$ cat config.mk
export PLATFORM = sky130hd
export DESIGN_NAME = apb_spi_fifo_slave
export DESIGN_NICKNAME = d
export VERILOG_FILES = /design/src/rtl/apb_spi_pkg.sv /design/src/rtl/spi_sync_fifo.sv /design/src/rtl/apb_spi_fifo_slave.sv
export SDC_FILE = /design/constraint.sdc
export NUM_CORES = 1
export LEC_CHECK = 0
export CORE_ASPECT_RATIO = 0.7
export CORE_MARGIN = 2
export CORE_UTILIZATION = 45
export CTS_BUF_LIST = sky130_fd_sc_hd__clkbuf_8
export DETAILED_ROUTE_END_ITERATION = 6
export DONT_BUFFER_PORTS = 1
export PLACE_DENSITY = 0.67
export REMOVE_ABC_BUFFERS = 1
export SYNTH_ARGS = -nofsm -noshare
export SYNTH_HDL_FRONTEND = slang
export SYNTH_SLANG_ARGS = --single-unit
$ cat constraint.sdc
create_clock -name PCLK -period 2.1 [get_ports PCLK]
set_input_delay 0.42 -clock PCLK [delete_from_list [all_inputs] [get_ports PCLK]]
set_output_delay 0.42 -clock PCLK [all_outputs]
set_load 0.01 [all_outputs]
$ cat src/rtl/apb_spi_pkg.sv
// Shared constants for the APB-controlled SPI slave: register map, CTRL/STATUS
// bit positions and the SPI engine state encoding.
package apb_spi_pkg;

  localparam logic [7:0] ADDR_CTRL   = 8'h00;
  localparam logic [7:0] ADDR_STATUS = 8'h04;
  localparam logic [7:0] ADDR_RXDATA = 8'h08;
  localparam logic [7:0] ADDR_TXDATA = 8'h0C;
  localparam logic [7:0] ADDR_LEVEL  = 8'h10;

  localparam int CTRL_EN        = 0;
  localparam int CTRL_LSB_FIRST = 1;
  localparam int CTRL_RX_IE     = 2;
  localparam int CTRL_TX_IE     = 3;
  localparam int CTRL_CLR       = 4;

  localparam int STAT_TX_FULL  = 0;
  localparam int STAT_TX_EMPTY = 1;
  localparam int STAT_RX_FULL  = 2;
  localparam int STAT_RX_EMPTY = 3;
  localparam int STAT_RX_OVF   = 4;
  localparam int STAT_TX_UNF   = 5;
  localparam int STAT_BUSY     = 6;

  typedef enum logic [1:0] {
    ENG_IDLE  = 2'd0,
    ENG_LOAD  = 2'd1,
    ENG_SHIFT = 2'd2
  } eng_state_e;

endpackage

$ cat src/rtl/spi_sync_fifo.sv
// Single-clock FIFO with occupancy count and synchronous clear; push into a
// full FIFO and pop from an empty one are ignored, judged on pre-cycle state.
module spi_sync_fifo #(
  parameter int WIDTH = 8,
  parameter int DEPTH = 4
) (
  input  logic                   clk,
  input  logic                   rst_n,
  input  logic                   i_clr,
  input  logic                   i_push,
  input  logic                   i_pop,
  input  logic [WIDTH-1:0]       i_wdata,
  output logic [WIDTH-1:0]       o_rdata,
  output logic                   o_full,
  output logic                   o_empty,
  output logic [$clog2(DEPTH):0] o_count
);

  localparam int AW = $clog2(DEPTH);

  logic [WIDTH-1:0] r_mem [DEPTH];
  logic [AW-1:0]    r_wr_ptr;
  logic [AW-1:0]    r_rd_ptr;
  logic [AW:0]      r_count;
  logic             w_do_push;
  logic             w_do_pop;

  assign o_full    = (r_count == (AW+1)'(DEPTH));
  assign o_empty   = (r_count == '0);
  assign o_count   = r_count;
  assign o_rdata   = r_mem[r_rd_ptr];
  assign w_do_push = i_push & ~o_full;
  assign w_do_pop  = i_pop & ~o_empty;

  // NOTE: storage has no reset; pointers and count alone define validity,
  // which keeps the array as plain RAM without a reset fan-out.
  always_ff @(posedge clk) begin
    if (w_do_push) r_mem[r_wr_ptr] <= i_wdata;
  end

  always_ff @(posedge clk or negedge rst_n) begin
    if (!rst_n) begin
      r_wr_ptr <= '0;
      r_rd_ptr <= '0;
      r_count  <= '0;
    end else if (i_clr) begin
      r_wr_ptr <= '0;
      r_rd_ptr <= '0;
      r_count  <= '0;
    end else begin
      if (w_do_push) r_wr_ptr <= r_wr_ptr + AW'(1);
      if (w_do_pop)  r_rd_ptr <= r_rd_ptr + AW'(1);
      case ({w_do_push, w_do_pop})
        2'b10:   r_count <= r_count + (AW+1)'(1);
        2'b01:   r_count <= r_count - (AW+1)'(1);
        default: r_count <= r_count;
      endcase
    end
  end

endmodule

$ cat src/rtl/apb_spi_fifo_slave.sv
// APB register front-end with TX/RX FIFOs feeding a mode-0 SPI slave engine
// that runs on PCLK and oversamples the synchronised SPI pins.
module apb_spi_fifo_slave
  import apb_spi_pkg::*;
#(
  parameter int DATA_W     = 8,
  parameter int FIFO_DEPTH = 4,
  parameter int APB_DW     = 16
) (
  input  logic              PCLK,
  input  logic              PRESETn,
  input  logic              PSEL,
  input  logic              PENABLE,
  input  logic              PWRITE,
  input  logic [7:0]        PADDR,
  input  logic [APB_DW-1:0] PWDATA,
  output logic [APB_DW-1:0] PRDATA,
  output logic              PREADY,
  output logic              PSLVERR,
  input  logic              SS_n,
  input  logic              SCK,
  input  logic              MOSI,
  output logic              MISO,
  output logic              MISO_OE,
  output logic              IRQ
);

  localparam int CW  = $clog2(FIFO_DEPTH) + 1;
  localparam int BCW = $clog2(DATA_W + 1);
  localparam logic [BCW-1:0] BIT_LAST = BCW'(DATA_W);

  logic [2:0]        r_ss_s;
  logic [2:0]        r_sck_s;
  logic [1:0]        r_mosi_s;
  logic [3:0]        r_ctrl;
  logic              r_rx_ovf;
  logic              r_tx_unf;
  logic              r_irq;
  eng_state_e        r_state;
  eng_state_e        w_state_nxt;
  logic [DATA_W-1:0] r_tx_sh;
  logic [DATA_W-1:0] r_rx_sh;
  logic [BCW-1:0]    r_bit_cnt;

  logic              w_access, w_wr, w_rd;
  logic              w_sel_ctrl, w_sel_status, w_sel_rx, w_sel_tx, w_sel_level, w_mapped;
  logic              w_tx_push, w_rx_pop, w_clr;
  logic [1:0]        w_w1c;
  logic              w_en, w_lsb;
  logic              w_ss_sync, w_ss_fall, w_sck_rise, w_sck_fall, w_mosi;
  logic              w_load, w_push_req;
  logic              w_tx_pop, w_rx_push, w_tx_unf_set, w_rx_ovf_set;
  logic [DATA_W-1:0] w_tx_rdata, w_rx_rdata;
  logic              w_tx_full, w_tx_empty, w_rx_full, w_rx_empty;
  logic [CW-1:0]     w_tx_count, w_rx_count;
  logic [6:0]        w_status;
  logic [APB_DW-1:0] w_rdata;
  logic              w_unused_pwdata;

  // NOTE: every flop uses <= so all registers update from pre-edge values,
  // independent of the order the simulator evaluates processes.
  always_ff @(posedge PCLK or negedge PRESETn) begin
    if (!PRESETn) begin
      r_ss_s   <= 3'b111;
      r_sck_s  <= 3'b000;
      r_mosi_s <= 2'b00;
    end else begin
      r_ss_s   <= {r_ss_s[1:0], SS_n};
      r_sck_s  <= {r_sck_s[1:0], SCK};
      r_mosi_s <= {r_mosi_s[0], MOSI};
    end
  end

  assign w_ss_sync  = r_ss_s[1];
  assign w_ss_fall  = r_ss_s[2] & ~r_ss_s[1];
  assign w_sck_rise = ~r_sck_s[2] & r_sck_s[1];
  assign w_sck_fall = r_sck_s[2] & ~r_sck_s[1];
  assign w_mosi     = r_mosi_s[1];

  // Bus decode is masked during reset so PRDATA/PSLVERR show idle values.
  assign w_access     = PSEL & PENABLE & PRESETn;
  assign w_wr         = w_access & PWRITE;
  assign w_rd         = w_access & ~PWRITE;
  assign w_sel_ctrl   = (PADDR == ADDR_CTRL);
  assign w_sel_status = (PADDR == ADDR_STATUS);
  assign w_sel_rx     = (PADDR == ADDR_RXDATA);
  assign w_sel_tx     = (PADDR == ADDR_TXDATA);
  assign w_sel_level  = (PADDR == ADDR_LEVEL);
  assign w_mapped     = w_sel_ctrl | w_sel_status | w_sel_rx | w_sel_tx | w_sel_level;

  assign w_tx_push = w_wr & w_sel_tx & ~w_tx_full;
  assign w_rx_pop  = w_rd & w_sel_rx & ~w_rx_empty;
  assign w_clr     = w_wr & w_sel_ctrl & PWDATA[CTRL_CLR];
  assign w_w1c     = (w_wr & w_sel_status) ? PWDATA[STAT_TX_UNF:STAT_RX_OVF] : 2'b00;

  assign PREADY  = 1'b1;
  assign PSLVERR = w_access & (~w_mapped
                             | ( PWRITE & w_sel_tx & w_tx_full)
                             | (~PWRITE & w_sel_rx & w_rx_empty));
  assign w_unused_pwdata = ^PWDATA;

  assign w_en  = r_ctrl[CTRL_EN];
  assign w_lsb = r_ctrl[CTRL_LSB_FIRST];

  assign w_status = {(r_state != ENG_IDLE), r_tx_unf, r_rx_ovf,
                     w_rx_empty, w_rx_full, w_tx_empty, w_tx_full};

  // NOTE: every signal driven here gets a default first so no path through
  // the case can leave it unassigned and infer a latch.
  always_comb begin
    w_rdata = '0;
    if (w_rd) begin
      case (PADDR)
        ADDR_CTRL:   w_rdata[3:0] = r_ctrl;
        ADDR_STATUS: w_rdata[6:0] = w_status;
        ADDR_RXDATA: if (!w_rx_empty) w_rdata[DATA_W-1:0] = w_rx_rdata;
        ADDR_LEVEL: begin
          w_rdata[7:0]  = 8'(w_rx_count);
          w_rdata[15:8] = 8'(w_tx_count);
        end
        default: w_rdata = '0;
      endcase
    end
  end
  assign PRDATA = w_rdata;

  always_ff @(posedge PCLK or negedge PRESETn) begin
    if (!PRESETn) begin
      r_ctrl   <= '0;
      r_rx_ovf <= 1'b0;
      r_tx_unf <= 1'b0;
      r_irq    <= 1'b0;
    end else begin
      if (w_wr && w_sel_ctrl) r_ctrl <= PWDATA[3:0];
      // A same-cycle set beats the W1C clear.
      r_rx_ovf <= w_rx_ovf_set | (r_rx_ovf & ~w_w1c[0]);
      r_tx_unf <= w_tx_unf_set | (r_tx_unf & ~w_w1c[1]);
      r_irq    <= (r_ctrl[CTRL_RX_IE] & ~w_rx_empty) | (r_ctrl[CTRL_TX_IE] & w_tx_empty)
                | r_rx_ovf | r_tx_unf;
    end
  end
  assign IRQ = r_irq;

  always_ff @(posedge PCLK or negedge PRESETn) begin
    if (!PRESETn) r_state <= ENG_IDLE;
    else          r_state <= w_state_nxt;
  end

  always_comb begin
    w_state_nxt = r_state;
    w_load      = 1'b0;
    w_push_req  = 1'b0;
    if (!w_en) begin
      w_state_nxt = ENG_IDLE;
    end else begin
      case (r_state)
        ENG_IDLE:  if (w_ss_fall) w_state_nxt = ENG_LOAD;
        ENG_LOAD: begin
          w_load      = 1'b1;
          w_state_nxt = ENG_SHIFT;
        end
        ENG_SHIFT: begin
          // A completed word is kept even if SS_n is already high.
          if (r_bit_cnt == BIT_LAST) begin
            w_push_req  = 1'b1;
            w_state_nxt = ENG_LOAD;
          end else if (w_ss_sync) begin
            w_state_nxt = ENG_IDLE;
          end
        end
        default: w_state_nxt = ENG_IDLE;
      endcase
    end
  end

  assign w_tx_pop     = w_load & ~w_tx_empty;
  assign w_tx_unf_set = w_load & w_tx_empty;
  assign w_rx_push    = w_push_req & ~w_rx_full;
  assign w_rx_ovf_set = w_push_req & w_rx_full;

  // The trailing SCK fall after a word's last rise is not shifted (bit count
  // is 0 again), so a freshly loaded word keeps its first bit on MISO.
  always_ff @(posedge PCLK or negedge PRESETn) begin
    if (!PRESETn) begin
      r_tx_sh   <= '0;
      r_rx_sh   <= '0;
      r_bit_cnt <= '0;
    end else if (w_load) begin
      r_tx_sh   <= w_tx_empty ? '0 : w_tx_rdata;
      r_bit_cnt <= '0;
    end else if (w_en && r_state == ENG_SHIFT) begin
      if (w_sck_rise && r_bit_cnt != BIT_LAST) begin
        r_rx_sh   <= w_lsb ? {w_mosi, r_rx_sh[DATA_W-1:1]} : {r_rx_sh[DATA_W-2:0], w_mosi};
        r_bit_cnt <= r_bit_cnt + BCW'(1);
      end
      if (w_sck_fall && r_bit_cnt != '0) begin
        r_tx_sh <= w_lsb ? {1'b0, r_tx_sh[DATA_W-1:1]} : {r_tx_sh[DATA_W-2:0], 1'b0};
      end
    end
  end

  assign MISO_OE = (r_state != ENG_IDLE);
  assign MISO    = MISO_OE & (w_lsb ? r_tx_sh[0] : r_tx_sh[DATA_W-1]);

  spi_sync_fifo #(.WIDTH(DATA_W), .DEPTH(FIFO_DEPTH)) u_tx_fifo (
    .clk     (PCLK),
    .rst_n   (PRESETn),
    .i_clr   (w_clr),
    .i_push  (w_tx_push),
    .i_pop   (w_tx_pop),
    .i_wdata (PWDATA[DATA_W-1:0]),
    .o_rdata (w_tx_rdata),
    .o_full  (w_tx_full),
    .o_empty (w_tx_empty),
    .o_count (w_tx_count)
  );

  spi_sync_fifo #(.WIDTH(DATA_W), .DEPTH(FIFO_DEPTH)) u_rx_fifo (
    .clk     (PCLK),
    .rst_n   (PRESETn),
    .i_clr   (w_clr),
    .i_push  (w_rx_push),
    .i_pop   (w_rx_pop),
    .i_wdata (r_rx_sh),
    .o_rdata (w_rx_rdata),
    .o_full  (w_rx_full),
    .o_empty (w_rx_empty),
    .o_count (w_rx_count)
  );

endmodule

==> Word level (Yosys, flattened, before mapping) <==
Memory sizes are Yosys's and may differ from the RTL's.
Cells that the tools add are included.
{ "totals": {"ff_bits": 51, "ram_bits": 64, "output_inout_bits": 21, "n_memories": 2} }
{ "memory_table": {"columns": ["memory", "depth", "width", "rd", "rd_clocked_by_memory_dff", "write_ports", "line", "text"], "rows": [
  ["u_rx_fifo.r_mem", 4, 8, 1, 0, 1, "spi_sync_fifo.sv:21", "logic [WIDTH-1:0] r_mem [DEPTH];"],
  ["u_tx_fifo.r_mem", 4, 8, 1, 0, 1, "spi_sync_fifo.sv:21", null]
]} }
{ "op_classes": {"add_sub_neg": 9, "n_eq_ne": 16, "muxes": 43, "bitwise": 55, "reduce_logical": 23} }
{ "op_table": {"columns": ["operator", "count"], "rows": [
  ["2-to-1 mux 8 bit", 7],
  ["bitwise AND 1 bit", 32],
  ["2-to-1 mux 2 bit", 13],
  ["case mux 3 bit (2 select lines)", 3],
  ["== test 8 x 4 -> 1 bit, second input constant", 2],
  ["case mux 4 bit (4 select lines)", 1],
  ["nonzero test 2 bit", 8],
  ["2-to-1 mux 4 bit", 3],
  ["inverter 1 bit", 12],
  ["2-to-1 mux 1 bit", 11],
  ["2-to-1 mux 11 bit", 1],
  ["bitwise OR 1 bit", 11],
  ["2-to-1 mux 3 bit", 3],
  ["adder 2 x 1 -> 2 bit, second input constant", 4],
  ["== test 8 x 3 -> 1 bit, second input constant", 1],
  ["== test 8 x 5 -> 1 bit, second input constant", 1],
  ["logical NOT 8 bit", 1],
  ["inequality test 4 bit, second input constant", 2],
  ["adder 3 x 1 -> 3 bit, second input constant", 2],
  ["== test 2 x 1 -> 1 bit, second input constant", 3],
  ["== test 2 bit, second input constant", 3],
  ["== test 3 bit, second input constant", 2],
  ["logical NOT 3 bit", 2],
  ["case mux 2 bit (3 select lines)", 1],
  ["10 further kinds", 17]
]} }

==> Depth between registers and ports, before layout <==
{ "depth": {"depth_word": 9, "mapped_depth": 13, "ltp_nobuf": 12} }

==> Modules after synthesis <==
From an unflattened synthesis, not the netlist that was laid out.
{ "hier_totals": {"cells_unflattened": 430, "area_unflattened_um2": 5646.7} }
{ "modules_own_cells": {"columns": ["module", "instances", "cells_per_inst", "area_per_inst_um2", "seq_area_each_um2"], "rows": [
  ["apb_spi_fifo_slave", 1, 219, 2170.8, 929.6],
  ["spi_sync_fifo at u_tx_fifo", 1, 108, 1750.4, 1136.1],
  ["spi_sync_fifo at u_rx_fifo", 1, 103, 1725.4, 1136.1]
]} }

==> Worst setup path after synthesis <==
No wires, ideal clock.
{ "synth_path": {"path_kind": "input to register", "start": "in PADDR[4]", "end": "reg u_tx_fifo.r_count[2], in the netlist u_tx_fifo.o_count[2]", "setup_ns": 0.119, "arrival_time_ns": 2.495, "required_ns": 1.981, "slack_ns": -0.514, "stages": 11, "path_buffers": 1, "path_cell_list": "buf_6 or3_4 nor4_4 and2_1 inv_1 ha_1 fa_1 xnor2_1 nor2_1 xnor2_1 nor2_1"} }
{ "synth_via": {"elab_chain_cells": 7, "elab_cells_between_ends": 12} }
{ "synth_lines": {"columns": ["item", "line", "text"], "rows": [
  ["start: declaration", "apb_spi_fifo_slave.sv:15", "input logic [7:0] PADDR,"],
  ["== test 8 x 4 -> 1 bit", "apb_spi_fifo_slave.sv:87", "assign w_sel_tx = (PADDR == ADDR_TXDATA);"],
  ["bitwise AND 1 bit (2 in series)", "apb_spi_fifo_slave.sv:91", "assign w_tx_push = w_wr & w_sel_tx & ~w_tx_full;"],
  ["bitwise AND 1 bit", "spi_sync_fifo.sv:32", "assign w_do_push = i_push & ~o_full;"],
  ["== test 2 x 1 -> 1 bit / == test 2 bit (equally long branches)", "spi_sync_fifo.sv:53", "case ({w_do_push, w_do_pop})"],
  ["case mux 3 bit (2 select lines)", "spi_sync_fifo.sv:53", null],
  ["2-to-1 mux 3 bit", "spi_sync_fifo.sv:46", "end else if (i_clr) begin"],
  ["end signal: assignment", "spi_sync_fifo.sv:54", "2'b10: r_count <= r_count + (AW+1)'(1);"],
  ["end signal: assignment", "spi_sync_fifo.sv:55", "2'b01: r_count <= r_count - (AW+1)'(1);"],
  ["end signal: assignment", "spi_sync_fifo.sv:56", "default: r_count <= r_count;"],
  ["end: declaration", "spi_sync_fifo.sv:24", "logic [AW:0] r_count;"]
]} }
Parallel ways exist; a longest one is shown, timed or not.
A chain may end at the register's enable or synchronous reset.

==> Worst setup path after layout <==
{ "layout_path": {"start": "reg u_rx_fifo.r_count[2], in the netlist u_rx_fifo.o_count[2]", "end": "out PRDATA[1]"} }
{ "layout_via": {"elab_chain_cells": 4} }
{ "layout_lines": {"columns": ["item", "line", "text"], "rows": [
  ["start: declaration", "spi_sync_fifo.sv:24", null],
  ["start signal: assignment", "spi_sync_fifo.sv:54", null],
  ["start signal: assignment", "spi_sync_fifo.sv:55", null],
  ["start signal: assignment", "spi_sync_fifo.sv:56", null],
  ["logical NOT 3 bit", "spi_sync_fifo.sv:29", "assign o_empty = (r_count == '0);"],
  ["2-to-1 mux 8 bit", "apb_spi_fifo_slave.sv:116", "ADDR_RXDATA: if (!w_rx_empty) w_rdata[DATA_W-1:0] = w_rx_rdata;"],
  ["case mux 4 bit (4 select lines)", "apb_spi_fifo_slave.sv:113", "case (PADDR)"],
  ["2-to-1 mux 11 bit", "apb_spi_fifo_slave.sv:112", "if (w_rd) begin"],
  ["end: declaration", "apb_spi_fifo_slave.sv:17", "output logic [APB_DW-1:0] PRDATA,"]
]} }
No other way between the ends.

==> results.rst <==
.. list-table::
   :header-rows: 1

   * - Metric
     - Value
   * - Result of the run
     - finished, violations left
   * - Violated checks
     - negative setup slack
   * - Final worst clock skew
     - 0.0151 ns
   * - Setup TNS Final
     - -3.22 ns
   * - Number of iterations in the first detailed-routing pass
     - 4
   * - Total of warnings raised by yosys
     - 0
   * - Total design power
     - 0.00457 W
   * - Endpoints failing setup
     - 13
   * - Number of standard-cell rows in the floorplan
     - 33
   * - Number of sinks on the clock net
     - 115
   * - Amount of wire on met2 after detailed routing
     - 5480 um
   * - Final setup slack of the worst path
     - -0.347 ns
   * - Number of DRC markers in iteration 0
     - 413
   * - Worst EP required
     - 1.68 ns
   * - Synth async-reset ratio
     - 0.443
   * - Wire length of the first global-routing pass
     - 19200 um
   * - Top_reg_cell synth
     - sky130_fd_sc_hd__edfxtp_1
   * - Yosys cell types
     - 59
   * - Master cell of the clock root buffer
     - sky130_fd_sc_hd__clkbuf_8
   * - Largest area contributor in the synthesized netlist
     - sky130_fd_sc_hd__edfxtp_1
   * - Count of filler cells inserted in the layout
     - 928
   * - Worst Path Max Fanout
     - 5
   * - Clock buffers created by TritonCTS
     - 17
   * - Power per cell area
     - 676 nW/um^2
   * - Floorplan die width
     - 135 um
   * - Remaining antenna violation count after routing
     - 0
   * - Final weighted congestion of routability-driven global placement
     - 0.941
   * - Via density per instance
     - 5.39
   * - Post-Route M1 WL
     - 5460 um
   * - Proportion of layout cells with a drive suffix above 1
     - 0.374
   * - Number of port buffers
     - 0
   * - GRT overflow
     - 0
   * - Sequential area share after synthesis
     - 0.592
   * - Clock tree from TritonCTS
     - done
   * - Remaining design rule violation count
     - 0
   * - Final slew viol count
     - 0
   * - Buffering stage count on the worst path with inverters included
     - 2
   * - Launch point of the worst hold path
     - PWDATA[3]
   * - Synthesized instance count
     - 395
   * - Area of the die
     - 12900 um^2
   * - Top-level port count
     - 53
   * - Shortest period the worst path allows
     - 2.45 ns
   * - Effective utilization at floorplan
     - 0.461
   * - Worst setup SP type
     - flop
   * - Max Buffers Root-to-Sink
     - 2
   * - Overall via count from detail_route
     - 3512
   * - Register bit count reported by yosys
     - 115
   * - Area share of the leading cell type in the synthesized netlist
     - 0.355
   * - Routed len/inst
     - 18.5 um
   * - Ant. Diodes
     - 0
   * - Leakage power of the design
     - 2.53 nW
   * - RSZ-0062 raised after global routing
     - true
   * - Overall Global Routing Usage
     - 0.203
   * - Fin crit share
     - 1.17
   * - Final Hold Viols
     - 0
   * - Top-count cell post-synth
     - sky130_fd_sc_hd__edfxtp_1
   * - Mean Syn Cell Area
     - 13.7 um^2
   * - Maximum Capacitance Violations
     - 0
   * - Mapped Area
     - 5410 um^2
   * - Worst EP arrival
     - 2.03 ns
   * - HPWL after detailed placement
     - 8360 um
   * - Worst Setup Path Type
     - reg -> out
   * - Area of the core
     - 11700 um^2
   * - Aggregate routed wire length
     - 12100 um
   * - H-tree levels
     - 4
   * - Overall die height
     - 95.7 um
   * - Area overhead of the layout relative to synthesis
     - 25.2%
   * - Number of global-route vias before repair
     - 3653
   * - Clock-pin slew reported for the worst setup and hold paths after clock tree synthesis
     - 0.07 ns
   * - Top area cells in the synthesized netlist
     - sky130_fd_sc_hd__edfxtp_1 36%, sky130_fd_sc_hd__dfrtp_1 22%, sky130_fd_sc_hd__mux4_2 6.7%, sky130_fd_sc_hd__mux2i_1 3.5%, sky130_fd_sc_hd__nor2_1 2.8%
   * - Transition time at the pin with the least slew margin
     - 0.575 ns
   * - Insertion delay to the later sink of the worst-skew pair
     - 0.43 ns
   * - Start point of the critical path
     - u_rx_fifo.o_count[2]
   * - Max stage delay cell, worst path
     - sky130_fd_sc_hd__dfrtp_1
   * - Critical Path Max Stage Delay
     - 0.39 ns
   * - Highest metal layer used by the detailed router
     - met4
   * - IR Drop Worst-Case VDD
     - 0.380 mV
   * - Total length of routed met3 wires
     - 976 um
   * - Beginning of the worst register-to-register path
     - u_rx_fifo.o_count[2]
   * - Number of nets in the final layout
     - 528
   * - Initial antenna violation count
     - 0
   * - Chain of cells forming the critical path
     - buf_6, or3_4, and4_4, a22oi_1, a21oi_2, buf_4
   * - Number of enable flip-flop cells after synthesis
     - 64
   * - Kind of cell adding the most delay to the critical path
     - simple AND/OR/NAND/NOR gates
   * - Headroom to the max-slew limit
     - 0.617
   * - Path class of the lowest-slack min-delay path
     - in -> reg
   * - Leading post-synthesis cells by instance count
     - 64 x sky130_fd_sc_hd__edfxtp_1, 48 x sky130_fd_sc_hd__dfrtp_1, 41 x sky130_fd_sc_hd__nor2_1
   * - Endpoint kind of the worst setup timing path
     - primary output
   * - Max Clock Freq
     - 409 MHz
   * - Largest net degree at the start of global routing
     - 52
-- metrics by stage --
stage | util | area (um^2) | setup WS [ns] | instances | hold WS [ns]
6_report | 0.577 | 6770 | -0.347 | 652 | 0.0802
5_1_grt | 0.577 | 6770 | -0.389 | 652 | 0.0636
4_1_cts | 0.568 | 6660 | -0.361 | 644 | 0.00238
3_5_place_dp | 0.516 | 6050 | -0.368 | 602 | 0.128
3_3_place_gp | 0.516 | 6050 | -0.304 | 602 | 0.127
2_1_floorplan | - | 5280 | -0.405 | 376 | 0.124
-- power breakdown --
part	total (W)	internal [W]	switching, W
clock network	0.00206	0.00116	0.000896
logic	0.000119	0.0000526	0.0000667
registers	0.00240	0.00239	0.00000856
total	0.00457	0.00360	0.000972
-- worst paths after layout --
| check | depth (start not counted) | endpoint | slack, ns |
|---|---|---|---|
| max in group asynchronous | 2 | r_ss_s[2] | 1.25 |
| min in group asynchronous | 2 | r_rx_sh[6] | 0.53 |
| max | 6 | PRDATA[1] | -0.35 |
| max reg2reg | 12 | u_rx_fifo.o_count[1] | -0.21 |
| min reg2reg | 0 | r_mosi_s[1] | 0.35 |
| min | 0 | u_tx_fifo.r_mem[3][3] | 0.08 |
-- sequential cells by signal, indices dropped and copies added (netlist names) --
| name | flops |
|---|---|
| r_mosi_s | 2 |
| u_rx_fifo.r_rd_ptr | 2 |
| r_bit_cnt | 4 |
| r_state | 2 |
| u_tx_fifo.o_count | 3 |
| r_tx_unf | 1 |
| u_rx_fifo.o_count | 3 |
| r_ss_s | 3 |
| r_rx_ovf | 1 |
| u_tx_fifo.r_wr_ptr | 2 |
| u_tx_fifo.r_mem | 32 |
| u_rx_fifo.r_wr_ptr | 2 |
| r_ctrl | 4 |
| IRQ | 1 |
| u_rx_fifo.r_mem | 32 |
| r_tx_sh | 8 |
| r_rx_sh | 8 |
| u_tx_fifo.r_rd_ptr | 2 |
| r_sck_s | 3 |
-- layout by cell type (no fill, tap or decap), drive strengths merged, types with 5 or more instances in the layout --
cell type  Yosys  layout
buf           20      83
mux4          16      16
xor2           6       6
inv           19      21
dfrtp         48      48
mux2          12      12
and2           6       6
nand4          5       5
nor3           9       9
edfxtp        64      64
nand3         12      12
clkinv         0       7
nor2          41      41
o21ai          6       6
and3          10      10
ha            12      12
conb           2       6
mux2i         19      19
nor3b          6       6
o2bb2ai        7       7
xnor2          6       6
clkbuf         3      17
a22oi          7       7
a21oi         19      19
-- cells by family (layout without fill, tap and decap cells) --
logic type	Yosys count	count (layout)	share of synthesized area
DFF	115	115	0.592
and+or+nand+nor	115	115	0.128
AOI/OAI and AO/OA	48	48	0.0583
muxes	47	47	0.127
buffers and inverters	42	138	0.0391
adders and majority gates	14	14	0.0352
xor gates and xnor gates	12	12	0.0194
other	2	6	0.00139
-- final cells by class --
cell class | instances | area [um^2] | share of cell area
clock buffer | 17 | 234 | 0.0346
clock inverter | 15 | 169 | 0.0250
inverter | 19 | 71.3 | 0.0105
multi-input combinational | 242 | 2130 | 0.315
sequential | 115 | 3200 | 0.473
tap | 157 | 196 | 0.0290
timing repair buffer | 87 | 767 | 0.113
-- per-layer routing --
| metal | GRT usage | up-vias |
|---|---|---|
| li1 | - | 1632 |
| met1 | 0.269 | 1754 |
| met5 | 0 | - |
| met2 | 0.314 | 111 |
| met3 | 0.0785 | 15 |
| met4 | 0.0590 | 0 |
-- worst register-to-register path, stage by stage (launching register included) --
cell	delay, ns
sky130_fd_sc_hd__dfrtp_1	0.39
sky130_fd_sc_hd__buf_6	0.12
sky130_fd_sc_hd__or3_4	0.38
sky130_fd_sc_hd__buf_4	0.15
sky130_fd_sc_hd__buf_6	0.10
sky130_fd_sc_hd__nand4_1	0.13
sky130_fd_sc_hd__nor2_2	0.08
sky130_fd_sc_hd__ha_4	0.17
sky130_fd_sc_hd__inv_2	0.05
sky130_fd_sc_hd__fa_2	0.42
sky130_fd_sc_hd__nor2_2	0.12
sky130_fd_sc_hd__a21oi_2	0.04
sky130_fd_sc_hd__nor2_1	0.09
-- timing repair --
action	in CTS	in global routing
endpoints found under the setup margin	12	20
buffers inserted	6	7
endpoints found under the hold margin	53	1
hold buffers	4	1
pin swaps	16	24
resized for setup	34	11
(Power assumes the default switching activity.)
==> RTL edit: new RTL, same flow settings <==
The 3 states of `eng_state_e` get a one-hot encoding in 3 bits.
--- a/src/rtl/apb_spi_pkg.sv
+++ b/src/rtl/apb_spi_pkg.sv
@@ -24,6 +24,6 @@
 
-  typedef enum logic [1:0] {
-    ENG_IDLE  = 2'd0,
-    ENG_LOAD  = 2'd1,
-    ENG_SHIFT = 2'd2
+  typedef enum logic [2:0] {
+    ENG_IDLE  = 3'b001,
+    ENG_LOAD  = 3'b010,
+    ENG_SHIFT = 3'b100
   } eng_state_e;
Behaviour: same outputs for any inputs over 4 cycles, from zero or initial values and one cycle with PRESETn low; so few cycles prove little.
==> RTL edit against the unedited design <==
  * The run still ends with negative setup slack left
  * Total power up 5.5%
  * Clock skew down 6.8 ps
  * Area after synthesis down 0.56%
  * Final area grew 1.3%
  * Sequential share of layout area decreased by 0.21 points
  * Fmax grew 5.8%
  * Worst setup slack better by 130 ps
  * Combinational power fell by 8%
  * Clock power grew 12%
  * Wire length down 0.22%
  * Hold slack gained 6.5 ps
  * Synthesized cell count rose by 2.0%
  * Sequential cell count up 1
  * Critical path type unchanged
  * Largest cell class unchanged
==> RTL edit: results (changes against the unedited design) <==
ys async rst share 0.4483 (+0.004798); Arr. time, crit path 1890 ps (-140 ps); failing checks negative setup slack; Netlist cell types 54 (-8.5%); CP max-delay cell or3_4; run status finished with violations; Final setup viols 12 (-1); total length of routed met2 wires 5715 um (+4.2%); # nets final 532 (+0.76%); WHS Endpoint u_tx_fifo.r_mem[3][6]; pre-CTS setup slack -287.7 ps (+80.24 ps); reg2reg path depth 8 (-4); DRT met1 WL 5622 um (+3.0%); Setup WS post-layout -213.7 ps (+133.7 ps); Crit Reg-Reg Endpoint u_rx_fifo.o_count[2]; Starting DRT DRC Count 210 (-49%); fillcell total 891 (-4.0%); cells after synthesis 403 (+2.0%); Net Switching 0.0009788 W (+0.75%); gr usage total 0.2024 (-0.0002037); top-area cell type share of the netlist area 0.3574 (+0.001985); crit path max fanout 4 (-1); R2R setup slack -90 ps (+120 ps); Slew headroom 0.6581 (+0.04118); pin count of the biggest net entering global routing 53 (+1.9%); worst hold start PWDATA[6]; sequential area share after synthesis 0.6003 (+0.008192); Post-Route WL 12070 um (-0.22%); GPL Wtd Cong 0.8430 (-10%); Layout Cells excl Fill 656 (+0.61%); via count 3593 (+2.3%); share of layout cells above drive strength 1 0.3808 (+0.007024)
-- RTL edit: changes by cell type after synthesis, sizes merged, moves of 4 or more --
| cell | change |
|---|---|
| and2 | +8 |
| and3 | -8 |
| inv | -6 |
| mux2 | -7 |
| nand2 | +18 |
| nand3 | -4 |
| nor2 | -7 |
| o21ai | +18 |
| o2bb2ai | -7 |
| or3b | +4 |
-- RTL edit: power groups by stage --
stage	combinational (W)	clock (W)	sequential, W
CTS	0.000105	0.00234	0.00242
global route	0.000123	0.00245	0.00242
floorplan	0.0000404	0	0.00246
finish	0.000110	0.00230	0.00242
detailed placement	0.0000631	0	0.00246
global placement	0.0000616	0	0.00246
-- RTL edit: kinds of logic after synthesis --
group | synth area share
simple gates | 0.1275
buf+inv | 0.03560
fa+ha+maj | 0.03536
compound gates | 0.06515
xor+xnor | 0.01629
mux | 0.1184
other cells | 0.001397
flops | 0.6003
-- RTL edit: layer usage --
metal / global-route usage / up-vias
li1: - / 1645
met5: 0 / -
met2: 0.3160 / 87
met3: 0.06433 / 10
met1: 0.2739 / 1851
met4: 0.06053 / 0
-- RTL edit: worst max path at each step --
stage                               startpoint                    to  cells past startpoint
final                     u_rx_fifo.o_count[2]             PRDATA[3]                      6
after floorplan                     r_state[2]  u_tx_fifo.o_count[2]                      7
after global placement                PADDR[1]  u_tx_fifo.o_count[2]                      9
after CTS                 u_rx_fifo.o_count[2]             PRDATA[3]                      6
after detailed placement              PADDR[1]  u_tx_fifo.o_count[2]                      9
after global routing      u_rx_fifo.o_count[2]               PSLVERR                      5
-- RTL edit: repair_timing --
item / CTS / global route
endpoints found under the hold margin: 55 / 0
pin swaps: 17 / 16
setup buffers: 15 / 11
gates resized for setup: 46 / 15
setup endpoints to repair: 19 / 30
hold buffers: 5 / 0
-- RTL edit: stage by stage --
stage | hold slack [ps] | setup TNS [ps]
after floorplan | 124.4 | -7492
after global placement | 126.0 | -783.2
after detailed placement | 125.9 | -918.2
after CTS | 58.87 | -1773
after global routing | 37.33 | -2541
final | 86.80 | -1583
-- RTL edit: layout make-up --
type | instances | share of cell area
repair buffers | 85 | 0.1062
clock inverters | 12 | 0.02573
inverters | 13 | 0.007118
flip-flops and latches | 116 | 0.4709
well taps | 157 | 0.02865
clock buffers | 20 | 0.04015
multi-input cells | 253 | 0.3212
-- RTL edit: worst reg2reg max path, cell delays in order (launching register included) --
cell	delay, ps
dfrtp_1	390
or3_4	410
nand4_2	110
nor2_1	90
ha_4	190
fa_2	350
xnor2_2	140
or3_1	300
a21oi_1	130
